<file path="src/rtl/mx_int_block_quantizer.sv">
// mx_int_block_quantizer: streaming FP32 -> MXINT block quantizer.
// Buffers BLOCK_SIZE floats, derives a shared E8M0 scale, emits ints.
// Ports:
//   clk, rst              clock, synchronous active-high reset
//   in_valid/in_ready     input handshake, in_data = {sign, exp, man}
//   rnd_mode              0 = RNE, 1 = truncate (taken with element 0)
//   out_valid/out_ready   output handshake
//   out_scale, out_nan    block scale and NaN/Inf flag, held per block
//   out_elem/idx/last     quantized element, index, last-of-block
module mx_int_block_quantizer #(
   parameter int BLOCK_SIZE   = 32,
   parameter int ELEM_WIDTH   = 8,
   parameter int FP_EXP_WIDTH = 8,
   parameter int FP_MAN_WIDTH = 23
) (
   input  logic                                     clk,
   input  logic                                     rst,
   input  logic                                     in_valid,
   output logic                                     in_ready,
   input  logic [FP_EXP_WIDTH+FP_MAN_WIDTH:0]       in_data,
   input  logic                                     rnd_mode,
   output logic                                     out_valid,
   input  logic                                     out_ready,
   output logic [FP_EXP_WIDTH-1:0]                  out_scale,
   output logic [ELEM_WIDTH-1:0]                    out_elem,
   output logic [$clog2(BLOCK_SIZE)-1:0]            out_idx,
   output logic                                     out_last,
   output logic                                     out_nan
);

   localparam int EW = ELEM_WIDTH;
   localparam int FE = FP_EXP_WIDTH;
   localparam int FM = FP_MAN_WIDTH;
   localparam int DW = 1 + FE + FM;
   localparam int IW = $clog2(BLOCK_SIZE);
   localparam int MW = FM + 1;

   typedef enum logic {FILL, EMIT} state_t;

   state_t          state;
   logic [DW-1:0]   buf_q [BLOCK_SIZE];
   logic [IW-1:0]   cnt;
   logic [FE-1:0]   emax;
   logic            nan_q;
   logic            rnd_q;

   logic            accept;
   logic [FE-1:0]   in_exp;
   logic [FE-1:0]   emax_nx;
   logic            nan_nx;
   logic [FE-1:0]   scale_nx;
   logic [DW-1:0]   q_src;
   logic [FE-1:0]   q_scale;
   logic            q_nan;
   logic [EW-1:0]   q_elem;

   // Magnitude is aligned to the scale, the top EW-1 bits kept, then
   // rounded with guard/sticky; the wide shift keeps every shifted bit.
   function automatic logic [EW-1:0] quant(
      input logic [DW-1:0] d,
      input logic [FE-1:0] sc,
      input logic          nan,
      input logic          trunc
   );
      logic [FE-1:0]   e;
      logic [FE-1:0]   ee;
      logic [FE-1:0]   sh;
      logic [MW-1:0]   m;
      logic [2*MW-1:0] ext;
      logic [EW-2:0]   kept;
      logic            guard;
      logic            sticky;
      logic [EW-1:0]   mag;
      e  = d[DW-2 -: FE];
      ee = (e == '0) ? FE'(1) : e;
      m  = {|e, d[FM-1:0]};
      sh = sc - ee;
      ext = '0;
      if (32'(sh) > MW) begin
         kept   = '0;
         guard  = 1'b0;
         sticky = |m;
      end else begin
         ext    = {m, {MW{1'b0}}} >> sh;
         kept   = ext[2*MW-1 -: EW-1];
         guard  = ext[2*MW-EW];
         sticky = |ext[2*MW-EW-1:0];
      end
      mag = {1'b0, kept} + EW'(!trunc && guard && (sticky || kept[0]));
      if (mag[EW-1])
         mag = {1'b0, {(EW-1){1'b1}}};
      if (nan)
         return '0;
      return d[DW-1] ? -mag : mag;
   endfunction

   always_comb begin
      accept   = in_valid && in_ready && (state == FILL);
      in_exp   = in_data[DW-2 -: FE];
      emax_nx  = (in_exp > emax) ? in_exp : emax;
      nan_nx   = nan_q || (&in_exp);
      scale_nx = nan_nx ? '1 : ((emax_nx == '0) ? FE'(1) : emax_nx);
      // Element 0 is converted on the final accept using the scale being
      // formed; later elements use the held scale and the next pointer.
      if (state == EMIT) begin
         q_src   = buf_q[out_idx + IW'(1)];
         q_scale = out_scale;
         q_nan   = out_nan;
      end else begin
         q_src   = buf_q[0];
         q_scale = scale_nx;
         q_nan   = nan_nx;
      end
      q_elem = quant(q_src, q_scale, q_nan, rnd_q);
   end

   always_ff @(posedge clk) begin
      if (accept)
         buf_q[cnt] <= in_data;
   end

   always_ff @(posedge clk) begin
      if (rst) begin
         state     <= FILL;
         cnt       <= '0;
         emax      <= '0;
         nan_q     <= 1'b0;
         rnd_q     <= 1'b0;
         in_ready  <= 1'b0;
         out_valid <= 1'b0;
         out_scale <= '0;
         out_elem  <= '0;
         out_idx   <= '0;
         out_last  <= 1'b0;
         out_nan   <= 1'b0;
      end else begin
         unique case (state)
            FILL: begin
               in_ready <= 1'b1;
               if (accept) begin
                  cnt   <= cnt + IW'(1);
                  emax  <= emax_nx;
                  nan_q <= nan_nx;
                  if (cnt == '0)
                     rnd_q <= rnd_mode;
                  if (cnt == IW'(BLOCK_SIZE-1)) begin
                     state     <= EMIT;
                     in_ready  <= 1'b0;
                     out_valid <= 1'b1;
                     out_scale <= scale_nx;
                     out_nan   <= nan_nx;
                     out_elem  <= q_elem;
                     out_idx   <= '0;
                     out_last  <= 1'b0;
                  end
               end
            end
            EMIT: begin
               if (out_ready) begin
                  if (out_last) begin
                     state     <= FILL;
                     out_valid <= 1'b0;
                     in_ready  <= 1'b1;
                     emax      <= '0;
                     nan_q     <= 1'b0;
                     cnt       <= '0;
                     out_elem  <= '0;
                     out_idx   <= '0;
                     out_last  <= 1'b0;
                  end else begin
                     out_idx  <= out_idx + IW'(1);
                     out_last <= (out_idx + IW'(1)) == IW'(BLOCK_SIZE-1);
                     out_elem <= q_elem;
                  end
               end
            end
            default: state <= FILL;
         endcase
      end
   end

endmodule

</file>
<file path="config.mk">
export PLATFORM = sky130hd
export DESIGN_NAME = mx_int_block_quantizer
export DESIGN_NICKNAME = d
export VERILOG_FILES = /design/src/rtl/mx_int_block_quantizer.sv
export SDC_FILE = /design/constraint.sdc
export NUM_CORES = 1
export LEC_CHECK = 0
export CAP_MARGIN = 0
export CORE_MARGIN = 5
export CORE_UTILIZATION = 40
export CTS_CLUSTER_SIZE = 25
export DETAILED_ROUTE_END_ITERATION = 10
export SLEW_MARGIN = 20
export SYNTH_ARGS = -nofsm -noshare
export SYNTH_HDL_FRONTEND = slang
export SYNTH_SLANG_ARGS = --single-unit
</file>
<file path="constraint.sdc">
create_clock -name clk -period 12 [get_ports clk]
set_input_delay 1.8 -clock clk [delete_from_list [all_inputs] [get_ports clk]]
set_output_delay 1.8 -clock clk [all_outputs]
set_load 0.02 [all_outputs]
</file>
==> metrics.txt <==
First-pass DRT Iterations=7; Longest Clk Path Bufs=3; ys async rst share=0; f_max=99.8 MHz; Peak supply drop=between 100 and 150 uV; Avg Inst Size Synth=17.8 um2; max cap viols=0; Yosys reg bits=~1100; Syn Std Cell Area=44700 um2; Clock Sinks=1065; max_slew headroom=0.188; dpl cells=between 3000 and 4000; Worst Max-Slew Pin Slew=1.22 ns; endpoints failing setup=0; ys flop type=edfxtp_1; worst setup path startpoint=out_idx[0]$_SDFFE_PP0P_; global-route usage over all layers=0.209; # port buffers=just over 60; die area=118000 um2; EDFF count, synth=1024; Post-Synth XOR/XNOR Area=0.00502; min-delay src=out_valid$_SDFFE_PP0P_; Final #Nets=2675; Setup crit start kind=flip-flop; Ant. Diodes=0; Compound-Gate Fraction of Synth Area=0.0504; DR iter-0 viols=roughly 2700; routed vias=24800; TritonCTS clock tree=yes; RSZ-0062 raised after global routing=no; Hold Worst Slack=0.469 ns; cts hold-fix bufs=0; Setup Buffers After CTS=0; Post-Synth Adder-Cell Area=0.00717; Clock Skew=0.0196 ns; CP arrival=10.59 ns; leakage power=approximately 17 nW; status=completed; latest clock arrival within the worst-skew pair=roughly 0.70 ns; Mapped Nets=2567; number of global-route vias before repair=~25000; HPWL Detailed=approximately 70 mm; I/O pin total=between 60 and 70; Final Hold Viols=0; power per standard cell area=154 nW/um2; initial antenna violation count=4; share of layout cells above drive strength 1=0.191; WL/cell=29.6 um; H-tree depth=3; top cell type by total area after synthesis=edfxtp_1; core area=111000 um2; yosys warns=0; Die Y=344 um; Layout Cells excl Fill=between 4000 and 5000; min-delay worst type=reg -> reg; gpl congestion=0.869; DRC violations left=0; Commonest cells post-synth=edfxtp_1, mux4_2, mux2i_1, nand2_1, nor2_1; post-synthesis mux area share=0.146; period utilization=0.835; synth top area cells=edfxtp_1, mux4_2, mux2i_1, dfxtp_1, mux4_1; Worst setup EP type=flip-flop; Crit Path Class=reg -> reg; largest family of logic cells by synthesized area=multiplexers; Worst R2R Start=out_idx[0]$_SDFFE_PP0P_; Slew Viols, Final=0; standard-cell rows=122; Setup TNS=0 ns; crit path max fanout=48; area grow syn2layout=12.7%; total CTS buffers=109; count leader, synth=edfxtp_1; clock slew at reported path FFs=approximately 0.06 ns; Starting Density=0.403; final wirelength=around 120 mm; sequential area share after synthesis=0.707; global-route wire length before repair=179 mm; Critical Path RT=12.57 ns; critical path's largest stage delay=0.87 ns; synthesized instance count=2505; DRT antenna net count=0; Die X-Extent=344 um; post_cts resized=0; area share of the largest cell type after synthesis=0.689; largest net degree at the start of global routing=105; Via-to-Cell Ratio=5.92; GR Overflow Total=0; CTS root buf=clkbuf_16; Tmin final=~10 ns; library cells used by synthesis=a little over 100; Post-Synth Simple-Gate Area=0.0571; crit path max-delay cell type=dfxtp_4
==> cells by family (layout without fill, tap and decap cells) <==
logic type / after synthesis / after routing
flops: 1065 / 1065
simple gates: 537 / 537
mux: 380 / 380
compound gates: 312 / 312
buf+inv: 166 / 363
fa+ha+maj: 25 / 25
xor+xnor: 20 / 20
==> registers in the layout, summed over array words and instances (netlist names), 5 cells and up <==
register	flops
buf_q	1024
emax	8
out_elem	8
out_scale	8
cnt	5
out_idx	5
==> through the flow <==
stage                     instance area [um2]  utilization  total power (W)  worst slack, ns
after CTS                               50300        0.454          0.00780             2.04
after floorplan                         44700            -          0.00441             4.10
after detailed placement                46900        0.423          0.00456             1.37
final                                   50300        0.454          0.00776             1.98
after global placement                  46900        0.423          0.00456             1.59
after global routing                    50300        0.454          0.00801             1.30
==> area by class of cell <==
type	instances	area, um2
clock buffers	129	2800
clock inverters	71	636
fillers	9458	60500
inverters	25	93.8
multi-input cells	1274	12200
flip-flops and latches	1065	31600
well taps	1488	1860
repair buffers	138	1170
==> power by group <==
group,switching [W],internal (W)
Sequential,0.00000501,0.00408
Clock,0.00141,0.00186
Combinational,0.000273,0.000125
Total,0.00169,0.00607
==> worst paths after layout <==
check             cells past startpoint  slack, ns                        to
setup reg to reg                     30       1.98  out_elem[6]$_SDFFE_PP0P_
setup / recovery                     30       1.98  out_elem[6]$_SDFFE_PP0P_
hold / removal                        2       0.47    out_valid$_SDFFE_PP0P_
hold reg to reg                       2       0.47    out_valid$_SDFFE_PP0P_
==> per-layer routing <==
layer / part of all wire / global-route usage / up-vias / routed length [um]
li1: - / - / 10400 / -
met1: 0.41 / 0.287 / 13000 / 51000
met2: 0.49 / 0.345 / 1071 / 60200
met3: 0.068 / 0.0312 / 232 / 8490
met4: 0.035 / 0.0679 / 0 / 4280
met5: 0 / 0 / - / 0
==> placed cells by master, fill, tap and decap left out, types with 32 or more instances in the layout <==
cell type,instances
edfxtp_1,1024
mux4_2,180
mux2i_1,160
nand2_1,148
nand3_1,119
nor2_1,113
clkbuf_16,109
buf_4,76
a21oi_1,57
clkdlybuf4s50_1,55
dfxtp_1,39
o21ai_0,33
nor2_4,32
==> worst max-delay path: cells and delay by family (launching register included) <==
kind            cells  cell delay, ns
mux                 1            0.40
flops               1            0.87
xor+xnor            1            0.19
simple gates        7            2.22
compound gates     11            2.75
fa+ha+maj           4            1.74
buf+inv             6            1.61
Note: power is estimated with default switching activity, not from simulation.
